**src/rtl/fetch_ctrl_pkg.sv**
```systemverilog
// Shared constants for the fetch sequencer and its refill line buffer.
package fetch_ctrl_pkg;

  localparam int NUM_BEATS = 4;
  localparam int BEAT_CNT_W = $clog2(NUM_BEATS);
  localparam logic [63:0] INSTR_SIZE = 64'd4;

  typedef logic [2:0] fsm_state_t;

  localparam fsm_state_t ST_IDLE     = 3'd0;
  localparam fsm_state_t ST_RUN      = 3'd1;
  localparam fsm_state_t ST_MEM_REQ  = 3'd2;
  localparam fsm_state_t ST_MEM_BEAT = 3'd3;
  localparam fsm_state_t ST_FILL     = 3'd4;

endpackage

```
**src/rtl/refill_line_buffer.sv**
```systemverilog
// Collects memory beats into a cacheline, first beat landing in the top slot.
module refill_line_buffer
  import fetch_ctrl_pkg::*;
#(
  parameter int NUM    = NUM_BEATS,
  parameter int BEAT_W = 64,
  parameter int CNT_W  = BEAT_CNT_W
) (
  input  logic                  i_clk,
  input  logic                  i_rst_n,
  input  logic                  i_clear,
  input  logic                  i_beat_valid,
  input  logic [BEAT_W-1:0]     i_beat,
  output logic [NUM*BEAT_W-1:0] o_line,
  output logic                  o_last_beat
);

  logic [NUM*BEAT_W-1:0] r_line;
  logic [CNT_W-1:0]      r_count;

  // Shift each accepted beat in at the LSB end and count beats; wrap after the last.
  always_ff @(posedge i_clk or negedge i_rst_n) begin
    if (!i_rst_n) begin
      r_line  <= '0;
      r_count <= '0;
    end else if (i_clear) begin
      r_line  <= '0;
      r_count <= '0;
    end else if (i_beat_valid) begin
      r_line  <= {r_line[(NUM-1)*BEAT_W-1:0], i_beat};
      r_count <= (r_count == CNT_W'(NUM-1)) ? '0 : r_count + CNT_W'(1);
    end
  end

  assign o_line      = r_line;
  assign o_last_beat = (r_count == CNT_W'(NUM-1));

endmodule

```
**src/rtl/icache_refill_controller.sv**
```systemverilog
// Fetch address sequencer with miss handling: stops issue, squashes, refills
// the line from memory beat by beat, writes it to the cache and replays.
module icache_refill_controller
  import fetch_ctrl_pkg::*;
#(
  parameter int          offsetSize        = 5,
  parameter int          indexSize         = 8,
  parameter int          tagSize           = 64 - (offsetSize + indexSize),
  parameter int          cachelineSizeBits = (2 ** offsetSize) * 8,
  parameter int          beatSizeBits      = 64,
  parameter logic [63:0] resetVector       = 64'h0
) (
  input  logic                         clock_i,
  input  logic                         reset_i,
  input  logic                         run_i,
  input  logic                         stall_i,
  input  logic                         redirectValid_i,
  input  logic [63:0]                  redirectAddr_i,
  output logic                         fetchEnable_o,
  output logic [tagSize-1:0]           tag_o,
  output logic [indexSize-1:0]         index_o,
  output logic [offsetSize-1:0]        offset_o,
  input  logic                         missValid_i,
  input  logic [tagSize-1:0]           missTag_i,
  input  logic [indexSize-1:0]         missIndex_i,
  input  logic [offsetSize-1:0]        missOffset_i,
  output logic                         squash_o,
  output logic                         memReq_o,
  output logic [63:0]                  memAddr_o,
  input  logic                         memGrant_i,
  input  logic                         memBeatValid_i,
  input  logic [beatSizeBits-1:0]      memBeat_i,
  output logic                         cacheUpdateEnable_o,
  output logic [tagSize-1:0]           newTag_o,
  output logic [indexSize-1:0]         newIndex_o,
  output logic [cachelineSizeBits-1:0] newCacheline_o
);

  localparam int numBeats = cachelineSizeBits / beatSizeBits;
  localparam int cntW     = (numBeats > 1) ? $clog2(numBeats) : 1;

  fsm_state_t             r_state;
  logic [63:0]            r_pc;          // next address to issue
  logic [63:0]            r_issue_addr;  // address presented with fetchEnable_o
  logic                   r_fetch_en;
  logic                   r_squash;
  logic                   r_mem_req;
  logic                   r_cache_upd;
  logic [tagSize-1:0]     r_miss_tag;
  logic [indexSize-1:0]   r_miss_index;
  logic                   r_redir_pend;
  logic [63:0]            r_redir_addr;

  logic [63:0]            w_miss_addr;
  logic [63:0]            w_base_pc;
  logic [63:0]            w_res_pc;
  logic                   w_res_issue;
  logic                   w_beat_take;
  logic                   w_last_beat;
  logic                   w_lb_clear;
  logic                   w_redir_latch;
  logic                   w_redir_clear;
  logic [cachelineSizeBits-1:0] w_line;

  assign w_miss_addr = {missTag_i, missIndex_i, missOffset_i};
  // A held redirect overrides the stored PC when (re)entering RUN.
  assign w_base_pc   = r_redir_pend ? r_redir_addr : r_pc;
  assign w_beat_take = (r_state == ST_MEM_BEAT) && memBeatValid_i;
  assign w_lb_clear  = (r_state == ST_RUN) && missValid_i;

  assign w_redir_latch = redirectValid_i &&
                         (((r_state == ST_IDLE) && !run_i) ||
                          ((r_state == ST_RUN) && missValid_i) ||
                          (r_state == ST_MEM_REQ) || (r_state == ST_MEM_BEAT));
  assign w_redir_clear = (r_state == ST_FILL) || ((r_state == ST_IDLE) && run_i);

  // Decide the issue action for a cycle spent in (or entering) RUN.
  always_comb begin
    w_res_issue = 1'b0;
    w_res_pc    = w_base_pc;
    if (redirectValid_i) begin
      w_res_pc = redirectAddr_i;
    end else if (!stall_i) begin
      w_res_issue = 1'b1;
      w_res_pc    = w_base_pc + INSTR_SIZE;
    end else begin
      w_res_pc = w_base_pc;
    end
  end

  // Keep only the latest redirect seen while it cannot be applied directly.
  always_ff @(posedge clock_i or negedge reset_i) begin
    if (!reset_i) begin
      r_redir_pend <= 1'b0;
      r_redir_addr <= 64'h0;
    end else if (w_redir_latch) begin
      r_redir_pend <= 1'b1;
      r_redir_addr <= redirectAddr_i;
    end else if (w_redir_clear) begin
      r_redir_pend <= 1'b0;
    end
  end

  // Main sequencer: issue, miss capture, memory handshake, fill and resume.
  always_ff @(posedge clock_i or negedge reset_i) begin
    if (!reset_i) begin
      r_state      <= ST_IDLE;
      r_pc         <= resetVector;
      r_issue_addr <= resetVector;
      r_fetch_en   <= 1'b0;
      r_squash     <= 1'b0;
      r_mem_req    <= 1'b0;
      r_cache_upd  <= 1'b0;
      r_miss_tag   <= '0;
      r_miss_index <= '0;
    end else begin
      r_fetch_en  <= 1'b0;
      r_cache_upd <= 1'b0;
      case (r_state)
        ST_IDLE: begin
          if (run_i) begin
            r_state    <= ST_RUN;
            r_pc       <= w_res_pc;
            r_fetch_en <= w_res_issue;
            if (w_res_issue) r_issue_addr <= w_base_pc;
          end
        end
        ST_RUN: begin
          if (missValid_i) begin
            r_state      <= ST_MEM_REQ;
            r_pc         <= w_miss_addr;
            r_miss_tag   <= missTag_i;
            r_miss_index <= missIndex_i;
            r_squash     <= 1'b1;
            r_mem_req    <= 1'b1;
          end else if (!run_i) begin
            r_state <= ST_IDLE;
            if (redirectValid_i) r_pc <= redirectAddr_i;
          end else begin
            r_pc       <= w_res_pc;
            r_fetch_en <= w_res_issue;
            if (w_res_issue) r_issue_addr <= w_base_pc;
          end
        end
        ST_MEM_REQ: begin
          if (memGrant_i) begin
            r_state   <= ST_MEM_BEAT;
            r_mem_req <= 1'b0;
          end
        end
        ST_MEM_BEAT: begin
          if (w_beat_take && w_last_beat) begin
            r_state     <= ST_FILL;
            r_cache_upd <= 1'b1;
          end
        end
        ST_FILL: begin
          r_squash <= 1'b0;
          if (run_i) begin
            r_state    <= ST_RUN;
            r_pc       <= w_res_pc;
            r_fetch_en <= w_res_issue;
            if (w_res_issue) r_issue_addr <= w_base_pc;
          end else begin
            r_state <= ST_IDLE;
            r_pc    <= redirectValid_i ? redirectAddr_i : w_base_pc;
          end
        end
        default: r_state <= ST_IDLE;
      endcase
    end
  end

  refill_line_buffer #(
    .NUM    (numBeats),
    .BEAT_W (beatSizeBits),
    .CNT_W  (cntW)
  ) u_line_buffer (
    .i_clk        (clock_i),
    .i_rst_n      (reset_i),
    .i_clear      (w_lb_clear),
    .i_beat_valid (w_beat_take),
    .i_beat       (memBeat_i),
    .o_line       (w_line),
    .o_last_beat  (w_last_beat)
  );

  assign fetchEnable_o       = r_fetch_en;
  assign tag_o               = r_issue_addr[63 -: tagSize];
  assign index_o             = r_issue_addr[offsetSize +: indexSize];
  assign offset_o            = r_issue_addr[offsetSize-1:0];
  assign squash_o            = r_squash;
  assign memReq_o            = r_mem_req;
  assign memAddr_o           = {r_miss_tag, r_miss_index, {offsetSize{1'b0}}};
  assign cacheUpdateEnable_o = r_cache_upd;
  assign newTag_o            = r_miss_tag;
  assign newIndex_o          = r_miss_index;
  assign newCacheline_o      = w_line;

endmodule

```
**config.mk**
```make
export PLATFORM = sky130hd
export DESIGN_NAME = icache_refill_controller
export DESIGN_NICKNAME = d
export VERILOG_FILES = /design/src/rtl/fetch_ctrl_pkg.sv /design/src/rtl/refill_line_buffer.sv /design/src/rtl/icache_refill_controller.sv
export SDC_FILE = /design/constraint.sdc
export NUM_CORES = 1
export LEC_CHECK = 0
export CORE_AREA = 2 2 295 297
export CTS_BUF_LIST = sky130_fd_sc_hd__clkbuf_16
export CTS_CLUSTER_SIZE = 28
export DETAILED_ROUTE_END_ITERATION = 10
export DIE_AREA = 0 0 297 299
export SLEW_MARGIN = 40
export SYNTH_ARGS = -nofsm -noshare
export SYNTH_HDL_FRONTEND = slang
export SYNTH_HIERARCHICAL = 1
export SYNTH_SLANG_ARGS = --single-unit
```
**constraint.sdc**
```tcl
create_clock -name clock_i -period 3 [get_ports clock_i]
set_input_delay 0.6 -clock clock_i [delete_from_list [all_inputs] [get_ports clock_i]]
set_output_delay 0.6 -clock clock_i [all_outputs]
set_load 0.01 [all_outputs]
```
After elaboration in Yosys (flattened, before gate mapping)
Index checks and enable logic that the tools add are counted.

Flip-flop bits (word level): 517. Input bits: 200. Output and inout bits: 447. Word-level logic and storage cells: 91.

Add/sub/neg operators: 2. Eq/ne operators: 12. Multiplexer cells: 39. Reduce and logical (&&, ||, !) cells: 25.

Operator list (count): $mux W64 (12); $mux W256 (2); $pmux W64 S3 (1); $pmux W64 S2 (1); $add A64 B3 Y64 const B (1); $mux W3 (5); $pmux W3 S5 (1); $mux W1 (11); $reduce_bool A2 Y1 (5); $ne A2 B2 Y1 const B (4); $eq A3 B2 Y1 const B (2); $logic_and A1 B1 Y1 (6); $mux W2 (3); $pmux W1 S2 (3); $reduce_and A2 Y1 (3); $reduce_and A3 Y1 (2); $logic_or A1 B1 Y1 (4); $ne A4 B4 Y1 const B (1); $reduce_and A4 Y1 (1); $eq A3 B1 Y1 const B (1); $eq A3 B3 Y1 const B (1); $logic_not A3 Y1 (1); $ne A3 B3 Y1 const B (1); $reduce_bool A3 Y1 (1); other kinds (5) (5).

Logic depth before layout (Yosys ltp)
Depth after elaboration: 7. Gate-level depth with buffers: 14. Mapped depth without buffers: 9.

Hierarchy
Netlist, hierarchy kept.

Modules (own cells, without submodules): icache_refill_controller (times used 1, cells each 1896, area each 16512.1 um^2, seq. area each 6481.2 um^2); refill_line_buffer (times used 1, cells each 833, area each 10670.2 um^2, seq. area each 6456.2 um^2).

Worst setup path after synthesis
Ideal clock, no wire load.

Path kind: reg2reg. Start point: reg r_redir_pend. End point: reg r_pc[46]. Library setup time: 119 ps. Arrival time: 2896 ps. Data required time: 2881 ps. Path slack: -15 ps. Stages on the path, launching flop included: 15. Buffers on the path: 5. Clock period less this slack: 3015 ps. Cells stage by stage: dfrtp_1 -> buf_6 -> buf_4 -> buf_2 -> buf_4 -> mux2i_1 -> inv_1 -> ha_1 -> inv_1 -> a2111oi_4 -> nand3_4 -> buf_2 -> nor4b_2 -> mux2i_1 -> nand2_1.

Longest elaborated chain between the ends: 7. Elaborated cells on any way between the ends: 10. Classes of those cells: add/sub: 1; mux: 9.

RTL lines: start: declaration (RTL line icache_refill_controller.sv:51) `logic r_redir_pend;`; start signal: assignment (RTL line icache_refill_controller.sv:94) `r_redir_pend <= 1'b0;`; start signal: assignment (RTL line icache_refill_controller.sv:97) `r_redir_pend <= 1'b1;`; start signal: assignment (RTL line icache_refill_controller.sv:100) `r_redir_pend <= 1'b0;`; $mux W64 * (RTL line icache_refill_controller.sv:67) `assign w_base_pc = r_redir_pend ? r_redir_addr : r_pc;`; named net w_base_pc[3] (RTL line icache_refill_controller.sv:55) `logic [63:0] w_base_pc;`; $add A64 B3 Y64 * (RTL line icache_refill_controller.sv:85) `w_res_pc = w_base_pc + INSTR_SIZE;`; $mux W64 * (RTL line icache_refill_controller.sv:83) `end else if (!stall_i) begin`; $mux W64 * (RTL line icache_refill_controller.sv:81) `if (redirectValid_i) begin`; $mux W64 (RTL line icache_refill_controller.sv:136) `end else if (!run_i) begin`; $mux W64 (RTL line icache_refill_controller.sv:129) `if (missValid_i) begin`; $pmux W64 S3 * (RTL line icache_refill_controller.sv:119) `case (r_state)`; end signal: assignment (RTL line icache_refill_controller.sv:123) `r_pc <= w_res_pc;`; end signal: assignment (RTL line icache_refill_controller.sv:131) `r_pc <= w_miss_addr;`; end signal: assignment (RTL line icache_refill_controller.sv:138) `if (redirectValid_i) r_pc <= redirectAddr_i;`; end: declaration (RTL line icache_refill_controller.sv:43) `logic [63:0] r_pc;`.

Mark *: on every way through the listed nets, which the timed path passes. The rest lies on a longest branch. The select of a mux whose other input is x is not followed. A chain may end at the register's enable or synchronous reset.

Worst setup path after layout
Start point: reg r_redir_pend. End point: reg r_pc[57].

Longest elaborated chain between the ends: 7. Elaborated cells on any way between the ends: 10. Classes of those cells: add/sub: 1; mux: 9.

RTL lines (RTL line): $mux W64 * (icache_refill_controller.sv:67); $add A64 B3 Y64 (icache_refill_controller.sv:85); $mux W64 (icache_refill_controller.sv:83); $mux W64 (icache_refill_controller.sv:81); $mux W64 (icache_refill_controller.sv:136); $mux W64 (icache_refill_controller.sv:129); $pmux W64 S3 * (icache_refill_controller.sv:119).

Every way passes the cells marked *; elsewhere a longest branch is shown, timed or not. The select of a mux whose other input is x is not followed.

==> flow_metrics.env <==
export IMPL_die_width_um=297
export IMPL_antenna_found_initial=22
export IMPL_timing_final_crit_share_pct=96.6
export IMPL_worst_r2r_path_depth=9
export IMPL_synth_edf_count=0
export IMPL_core_area_um2=85900
export IMPL_worstPathBufferInverterCount=3
export IMPL_whs_endpoint="r_state[0]$_DFFE_PN0P_"
export IMPL_cts_htree_levels=2
export IMPL_setup_tns_ns=0
export IMPL_synth_distinct_cells=89
export IMPL_wire_per_inst_um=24.1
export IMPL_timing_worst_setup_path_type="reg2reg"
export IMPL_design_area_um2=37400
export IMPL_drive_gt1_share_pct=12.3
export IMPL_setup_worst_path_end_class="register"
export IMPL_first_global_vias=24000
export IMPL_worstPathArrival_ns=3.44
export IMPL_total_routing_usage_reported_by_global_routing_pct=24.1
export IMPL_globalplace_congestion=0.932
export IMPL_worst_r2r_startpoint="r_redir_pend$_DFFE_PN0P_"
export IMPL_cp_slowest_cell="dfrtp_4"
export IMPL_detail_route_antenna_nets=0
export IMPL_worst_hold_path_class="in2reg"
export IMPL_path_cells="buf_12, buf_4, nand3b_1, a22oi_2, o2111ai_1, nor4_2, buf_4, mux2i_1, nand2_1"
export IMPL_setup_viol_count_final=0
export IMPL_crit_path_max_incr_delay_ns=0.57
export IMPL_layout_core_utilization_pct=43.6
export IMPL_clock_latency_reported_for_the_late_side_of_the_worst_skew_pair_ns=0.66
export IMPL_count_of_fill_cells_added_during_filler_insertion=8373
export IMPL_drcViolationCount=0
export IMPL_pleak_nw=16.3
export IMPL_rsz0062_at_grt="true"
export IMPL_hold_viol_final=0
export IMPL_fin_cells=4586
export IMPL_data_required_time_of_the_critical_path_ns=3.55
export IMPL_setup_slack_reg_to_reg_ns=0.10
export IMPL_fp_dieH_um=299
export IMPL_p_per_area_nw_per_um2=1040
export IMPL_grt_remaining_overflow=0
export IMPL_yosys_register_bits=517
export IMPL_synth_yosys_seq_area_share_pct=47.6
export IMPL_vdd_ir_drop_max_uv=629
export IMPL_cap_viol_max_count=0
export IMPL_cts_bufs_inserted=61
export IMPL_dpl_cell_count=4463
export IMPL_max_freq_ghz=0.345
export IMPL_synthFlopType="dfrtp_1"
export IMPL_min_path_cells=3
export IMPL_cts_root_buffer_cell="clkbuf_16"
export IMPL_path_clk_slew_ns=0.06
export IMPL_detailedRoute_firstIterationViolations=2139
export IMPL_worst_slew_pin_slew_ns=0.805
export IMPL_final_period_minus_worst_setup_slack_ns=2.90
export IMPL_report_final_slew_viol_count=0
export IMPL_initial_utilization_pct=31.6
export IMPL_number_of_logic_stages_on_the_critical_path_including_buffering=9
export IMPL_critical_path_top_delay_family="simple AND/OR/NAND/NOR gates"
export IMPL_post_synth_inst_count=2729
export IMPL_die_area_um2=88800
export IMPL_postRouteWirelength_um=111000
export IMPL_port_buffers=641
export IMPL_clock_sink_count=517
export IMPL_placement_cell_area_um2=35400
export IMPL_mostFrequentLayoutCell="clkdlybuf4s50_1"
export IMPL_place_detailed_hpwl_um=81100
export IMPL_cp_common_cell="buf_4"
export IMPL_area_delta_synth_final_pct=37.8
export IMPL_synth_avg_cell_area_um2=9.96
export IMPL_layout_common_cells="clkdlybuf4s50_1 (638), dfrtp_1 (516), nand2_1 (371)"
export IMPL_synth_area_um2=27200
export IMPL_setup_worst_path_start_class="register"
export IMPL_num_vias=24200
export IMPL_grt_first_pass_wirelength_um=163000
export IMPL_slew_headroom_pct=46.4
export IMPL_crit_reg2reg_capture="r_pc[57]$_DFFE_PN0P_"
export IMPL_worst_clock_skew_ns=0.0384
export IMPL_grt_max_degree=107
export IMPL_asyncSetResetFlopFracSynth_pct=100
export IMPL_design_final_nets=3580
export IMPL_detail_route_first_pass_iterations=6
export IMPL_clock_path_buffers=3
export IMPL_vias_per_cell=5.27
export IMPL_finalHoldWorstSlack_ns=0.458
export IMPL_status="finished clean"
export IMPL_synthesis_yosys_warnings=6
export IMPL_num_io_pins=647
export IMPL_fp_row_count=108
export IMPL_critical_path_max_fanout=25
export IMPL_worst_min_delay_path_startpoint="run_i"
export IMPL_tritoncts="done"
==> layout make-up <==
type / count / area, um^2 / share of cell area, %
repair buffers: 849 / 8490 / 22.7
diodes: 4 / 10.0 / 0.0267
clock buffers: 61 / 1530 / 4.08
multi-input cells: 1913 / 12500 / 33.3
inverters: 36 / 143 / 0.381
well taps: 1155 / 1450 / 3.86
flip-flops and latches: 517 / 12900 / 34.6
clock inverters: 51 / 420 / 1.12
==> logic make-up after synthesis <==
logic type / after synthesis / synth area share (%)
other cells: 1 / 0.0138
xor+xnor: 35 / 1.13
compound gates: 562 / 13.8
simple gates: 904 / 15.2
fa+ha+maj: 2 / 0.0920
flops: 517 / 47.6
mux: 404 / 15.2
buf+inv: 304 / 6.98
==> metal layers <==
| layer | up-vias | global-route usage, % | part of all wire, % |
|---|---|---|---|
| li1 | 11000 | - | - |
| met1 | 11900 | 29.7 | 39 |
| met2 | 1062 | 40.6 | 48 |
| met5 | - | 0 | 0.17 |
| met4 | 30 | 8.19 | 3.6 |
| met3 | 211 | 6.83 | 8.6 |
==> repair_timing <==
item	4_1_cts	5_1_grt
hold buffers	1	0
endpoints found under the hold margin	3	0
endpoints found under the setup margin	0	14
gates resized for setup	0	5
buffers inserted	0	5
==> worst max-delay path by stage <==
stage	to	from	slack [ns]
finish	r_pc[57]$_DFFE_PN0P_	r_redir_pend$_DFFE_PN0P_	0.10
global route	r_pc[55]$_DFFE_PN0P_	r_redir_pend$_DFFE_PN0P_	-0.003
CTS	r_pc[57]$_DFFE_PN0P_	r_redir_pend$_DFFE_PN0P_	0.07
detailed placement	r_pc[57]$_DFFE_PN0P_	stall_i	0.04
global placement	r_pc[57]$_DFFE_PN0P_	stall_i	0.06
floorplan	r_pc[40]$_DFFE_PN0P_	r_redir_pend$_DFFE_PN0P_	0.03
==> cell usage after synthesis, types with 8 or more instances <==
| master | n | area (um^2) |
|---|---|---|
| a211o_1 | 10 | 87.6 |
| a211oi_1 | 43 | 323 |
| a21boi_0 | 8 | 60.1 |
| a21o_1 | 10 | 75.1 |
| a21oi_1 | 120 | 601 |
| a22o_1 | 14 | 123 |
| a22oi_1 | 20 | 150 |
| a31oi_1 | 22 | 138 |
| buf_1 | 14 | 52.6 |
| buf_12 | 22 | 440 |
| buf_2 | 42 | 210 |
| buf_4 | 73 | 548 |
| clkbuf_1 | 109 | 409 |
| dfrtp_1 | 517 | 12900 |
| inv_1 | 35 | 131 |
| mux2_2 | 67 | 754 |
| mux2i_1 | 337 | 3370 |
| nand2_1 | 372 | 1400 |
| nand2b_1 | 11 | 68.8 |
| nand3_1 | 40 | 200 |
| nand3b_1 | 20 | 150 |
| nand4_1 | 34 | 213 |
| nand4b_1 | 15 | 131 |
| nor2_1 | 312 | 1170 |
| nor3_1 | 25 | 125 |
| nor4_1 | 18 | 113 |
| o2111ai_1 | 16 | 140 |
| o21ai_0 | 163 | 816 |
| o221ai_1 | 25 | 219 |
| o22ai_1 | 8 | 50.1 |
| o2bb2ai_1 | 8 | 70.1 |
| o311ai_0 | 10 | 87.6 |
| o31ai_1 | 10 | 75.1 |
| o41ai_1 | 9 | 78.8 |
| xnor2_1 | 20 | 175 |
| xor2_1 | 15 | 131 |
==> worst min-delay path: cells and delay by family <==
kind,cells,cell delay [ns]
simple gates,1,0.16
buf+inv,1,0.19
compound gates,1,0.10
==> through the flow <==
step           total power [W]  setup WS, ns
6_report                0.0388         0.103
5_1_grt                 0.0410      -0.00285
4_1_cts                 0.0390        0.0740
3_5_place_dp            0.0315        0.0434
3_3_place_gp            0.0313        0.0645
2_1_floorplan           0.0219        0.0295
==> flip-flops by register name, summed over array words and instances, names as in the netlist <==
register               count
r_redir_pend               1
memReq_o                   1
r_pc                      64
fetchEnable_o              1
cacheUpdateEnable_o        1
u_line_buffer/o_line     256
squash_o                   1
newTag_o                  51
u_line_buffer/r_count      2
r_redir_addr              64
r_state                    3
r_issue_addr              64
newIndex_o                 8
==> report_power, final <==
part / internal [W] / switching [W]
logic: 0.00918 / 0.00943
registers: 0.0100 / 0.00280
clock network: 0.00413 / 0.00322
total: 0.0233 / 0.0154
Power figures use the tool's default switching activity.
==> RTL edit 1 (same settings) <==
Change the parameter `offsetSize` from 5 to 6.
--- a/src/rtl/icache_refill_controller.sv
+++ b/src/rtl/icache_refill_controller.sv
@@ -3,7 +3,7 @@
 module icache_refill_controller
   import fetch_ctrl_pkg::*;
 #(
-  parameter int          offsetSize        = 5,
+  parameter int          offsetSize        = 6,
   parameter int          indexSize         = 8,
   parameter int          tagSize           = 64 - (offsetSize + indexSize),
   parameter int          cachelineSizeBits = (2 ** offsetSize) * 8,
Ports: changed (6 resized); port bits go from 647 to 902. No check against the original RTL was run, so the function may have changed too.
==> RTL edit 1 against the original RTL <==
  * Power rose by 39%
  * Sequential power is 50% higher
  * Synthesized cell count increased by 27%
  * Non-clock buffer count up 266
  * Critical path type unchanged
  * Critical path depth increased by 2
  * Design area increased by 34%
  * Sequential share of layout area grew 3.9 points
  * Wire length rose by 33%
  * Area after synthesis up 34%
  * Clock skew down 0.0082 ns
  * Setup slack worse by 0.072 ns
  * Sequential cell count grew 256
==> RTL edit 1: results (changes against the original RTL) <==
status: finished, final reports clean
placed cell count: 5,419 (+21%)
clk slew on worst S/H paths: 0.06 ns (about the same)
Slowest-stage cell, CP: dfrtp_4
largest net degree at the start of global routing: 104 (-2.8%)
Avg Cell Area, Syn: 10.5 um2 (+5.7%)
htree depth: 3 (+1)
worst hold-check path type: in2async
kind of critical path: reg2reg
first-pass GRT wire length: 215,000 um (+32%)
antenna violations before repair: 10 (-55%)
VDD IR-drop max: 0.577 mV (-8.3%)
Top Family by Delay on Critical Path: simple AND/OR/NAND/NOR gates
Total Routing Usage GR: 32.3% (+8.2 points)
routability cong.: 0.938 (+0.61%)
share of layout cells above drive strength 1: 11.0% (-1.3 points)
max layer used: met5
Met3 Routed Length: 12,600 um (+32%)
crit path DAT: 3.49 ns (+0.05 ns)
fillcell total: 7,486 (-11%)
GR Layer Usage met1: 42.1% (+12 points)
Psw: 21.2 mW (+38%)
Static Leak: 22.8 nW (+40%)
clock skew: 0.0301 ns (-0.00822 ns)
Max Fanout on Critical Path: 10 (-60%)
M1 WL: 60,200 um (+39%)
met2 usage: 52.0% (+11 points)
initial drt markers: 2,664 (+25%)
met3 Usage GRT: 9.05% (+2.2 points)
largest cells by area after synthesis: dfrtp_1, mux2i_1, nor2_1, nand2_1, mux2_2
count of input and output buffers: 895 (+40%)
DR WL/cell: 26.4 um (+9.5%)
CP max stage delay: 0.54 ns (-0.03 ns)
final wirelength: 147,000 um (+33%)
vias: 30.8k (+28%)
sequential-to-total area share from yosys stat: 53.1% (+5.5 points)
total length of routed met2 wires: 69,600 um (+30%)
clk buf depth: 3 (unchanged)
vias in the first global route: 30.3k (+26%)
synth warn: 6 (unchanged)
Commonest cells post-synth: dfrtp_1, nor2_1, mux2i_1
clock latency on the worst-skew pair: 0.65 ns
Crit Reg-Reg Endpoint: r_pc[56]$_DFFE_PN0P_
Worst R2R Path Depth: 11 (+2)
number of flip-flops in the largest register: 512 (+100%)
library cells used by synthesis: 71 (-20%)
DP Wirelength: 110,000 um (+36%)
Slew headroom: 45.5% (-0.82 points)
# nets final: 4,568 (+28%)
First-pass DRT Iterations: 6 (unchanged)
Fin Hold WS: 0.470 ns (+0.0115 ns)
FFs w/ async S/R, synth: 100% (unchanged)
Critical R2R Launch: r_redir_pend$_DFFE_PN0P_
CTS root buffer: clkbuf_16
TritonCTS buffer count: 86 (+41%)
Critical Path Sink: r_pc[56]$_DFFE_PN0P_
Worst R2R Setup Slack: 0.03 ns (-0.07 ns)
==> RTL edit 1: cell types whose count changed after synthesis, moves of 24 or more <==
| cell | change |
|---|---|
| mux2_2 | +39 |
| dfrtp_1 | +256 |
| clkbuf_1 | +39 |
| nor2_1 | +265 |
| mux2i_1 | +239 |
| buf_2 | -24 |
==> RTL edit 1: stage by stage <==
stage | setup slack (ns) | instance area, um2
5_1_grt | -0.0154 | 50300
3_5_place_dp | -0.122 | 47400
6_report | 0.0317 | 50300
4_1_cts | 0.0116 | 50200
2_1_floorplan | -0.430 | 36600
3_3_place_gp | -0.0573 | 47400
==> RTL edit 1: area by class of cell <==
class	count	area share [%]
sequential	773	38.4
multi-input combinational	2369	30.7
timing repair buffer	1115	22.3
clock buffer	88	4.37
tap	1155	2.87
clock inverter	65	1.07
inverter	20	0.164
antenna	4	0.0199
==> RTL edit 1: cells by family after synthesis <==
| logic type | count (synthesis) | share of synthesized area [%] |
|---|---|---|
| multiplexers | 682 | 19.1 |
| XOR/XNOR | 46 | 1.10 |
| buffers and inverters | 327 | 5.17 |
| adder cells (fa/ha/maj) | 3 | 0.103 |
| AO/OA/AOI/OAI | 488 | 8.31 |
| flip-flops | 773 | 53.1 |
| AND/OR/NAND/NOR | 1144 | 13.2 |
| other | 1 | 0.0103 |
==> RTL edit 1: power groups by stage <==
stage	clock network, mW	logic [mW]	registers (mW)
floorplan	0	10.3	19.3
CTS	10.6	24.5	19.1
global route	11.0	26.1	19.7
global placement	0	24.1	19.2
detailed placement	0	24.3	19.2
finish	10.4	24.5	19.2
==> RTL edit 1: what timing repair did <==
item	4_1_cts	5_1_grt
setup endpoints to repair	5	9
buffers inserted	5	6
hold buffers	1	0
resized for setup	4	13
pin swaps	0	7
cloned	0	1
hold endpoints to repair	32	0
==> RTL edit 2 (same settings) <==
Without the edit above. Add an input register stage for `missOffset_i`; this delays it by one clock. The other inputs are not delayed to match.
--- a/src/rtl/icache_refill_controller.sv
+++ b/src/rtl/icache_refill_controller.sv
@@ -39,6 +39,12 @@
   localparam int numBeats = cachelineSizeBits / beatSizeBits;
   localparam int cntW     = (numBeats > 1) ? $clog2(numBeats) : 1;
 
+  logic [offsetSize-1:0] missOffset_q;
+
+  always_ff @(posedge clock_i) begin
+    missOffset_q <= missOffset_i;
+  end
+
   fsm_state_t             r_state;
   logic [63:0]            r_pc;          // next address to issue
   logic [63:0]            r_issue_addr;  // address presented with fetchEnable_o
@@ -62,7 +68,7 @@
   logic                   w_redir_clear;
   logic [cachelineSizeBits-1:0] w_line;
 
-  assign w_miss_addr = {missTag_i, missIndex_i, missOffset_i};
+  assign w_miss_addr = {missTag_i, missIndex_i, missOffset_q};
   // A held redirect overrides the stored PC when (re)entering RUN.
   assign w_base_pc   = r_redir_pend ? r_redir_addr : r_pc;
   assign w_beat_take = (r_state == ST_MEM_BEAT) && memBeatValid_i;
Check against the original RTL: not settled (the Yosys comparison gave no result); the edit may change what the design does.
==> RTL edit 2 against the original RTL <==
  * Setup slack better by 0.016 ns
  * Synthesized cell count is 5.0% lower
  * Wire length is 8.8% lower
  * Power is 1.4% lower
  * Clock power is 5.7% higher
  * Area after synthesis is 2.8% lower
  * Die area stayed put
  * Sequential cell count is 5 higher
  * Design area is 2.7% lower
==> RTL edit 2: results (changes against the original RTL) <==
status: finished, final reports clean
post-synthesis mux area share: 16.5% (+1.3 points)
First-pass DRT Iterations: 5 (-1)
Total Routing Usage GR: 22.0% (-2.1 points)
Synth Area in Compound Gates: 12.1% (-1.8 points)
Top Family by Delay on Critical Path: simple AND/OR/NAND/NOR gates
total length of routed met2 wires: 47,500 um (-11%)
Min Clock Period, post-route: 2.88 ns (-0.0160 ns)
Worst R2R Path Depth: 10 (+1)
placed cell count: 4,302 (-3.6%)
Critical R2R Launch: r_redir_pend$_DFFE_PN0P_
Met3 Routed Length: 8690 um (-8.9%)
DP Wirelength: 71,800 um (-12%)
clock-net power: 7.76 mW (+5.7%)
VDD IR-drop max: 0.653 mV (+3.8%)
Worst R2R Setup Slack: 0.12 ns (+0.02 ns)
Placement Cell Area: 34,300 um2 (-3.1%)
vias per inst: 5.12 (-2.9%)
FFs w/ async S/R, synth: 99.0% (-0.96 points)
Static Leak: 15.8 nW (-2.7%)
Slew headroom: 53.8% (+7.5 points)
Crit Reg-Reg Endpoint: r_pc[37]$_DFFE_PN0P_
number of flip-flops in the largest register: 256 (unchanged)
sequential-to-total area share from yosys stat: 49.3% (+1.7 points)
clock skew: 0.0243 ns (-0.0141 ns)
Cells after Synth: 2,592 (-5.0%)
worst hold-check path type: in2async
first-pass GRT wire length: 151,000 um (-7.4%)
DP Worst Slack: 0.106 ns (+0.0631 ns)
crit path DAT: 3.40 ns (-0.04 ns)
htree depth: 3 (+1)
adder-cell share of the synthesized area: 0.0947% (+0.0026 points)
Commonest cells post-synth: dfrtp_1, nand2_1, mux2i_1
# nets final: 3,423 (-4.4%)
met3 Usage GRT: 6.90% (+0.065 points)
DR WL/cell: 22.8 um (-5.5%)
clock latency on the worst-skew pair: 0.61 ns (-0.05 ns)
vias: 22.6k (-6.3%)
Synth Area in XOR/XNOR: 1.59% (+0.46 points)
largest net degree at the start of global routing: 112 (+4.7%)
Max Fanout on Critical Path: 24 (-4.0%)
met2 usage: 36.5% (-4.1 points)
initial drt markers: 1,814 (-15%)
antenna violations before repair: 13 (-41%)
Fin Hold WS: 0.445 ns (-0.0127 ns)
share of layout cells above drive strength 1: 12.3% (-0.040 points)
largest cells by area after synthesis: dfrtp_1, mux2i_1, nand2_1, mux2_2, nor2_1
GR Layer Usage met1: 27.1% (-2.6 points)
TritonCTS buffer count: 66 (+8.2%)
M1 WL: 41,100 um (-5.2%)
Psw: 14.7 mW (-4.8%)
routability cong.: 0.952 (+2.1%)
Slowest-stage cell, CP: dfrtp_4
Seq pwr share: 33.2% (+0.2 points)
CP max stage delay: 0.52 ns (-0.05 ns)
[RTL edit 2: worst max-delay path by stage]
stage	startpoint	to	cells past startpoint
6_report	r_redir_pend$_DFFE_PN0P_	r_pc[37]$_DFFE_PN0P_	10
2_1_floorplan	r_redir_pend$_DFFE_PN0P_	r_pc[44]$_DFFE_PN0P_	16
3_3_place_gp	stall_i	r_pc[60]$_DFFE_PN0P_	10
4_1_cts	r_redir_pend$_DFFE_PN0P_	r_pc[37]$_DFFE_PN0P_	10
3_5_place_dp	stall_i	r_pc[37]$_DFFE_PN0P_	9
5_1_grt	r_redir_pend$_DFFE_PN0P_	r_pc[37]$_DFFE_PN0P_	10
[RTL edit 2: area by class of cell]
cell class	instances	area, um2
fill	8354	49500
clock buffer	69	1730
inverter	10	45.0
sequential	522	13000
timing repair buffer	805	8070
clock inverter	45	338
antenna	4	10.0
tap	1155	1450
multi-input combinational	1816	11800
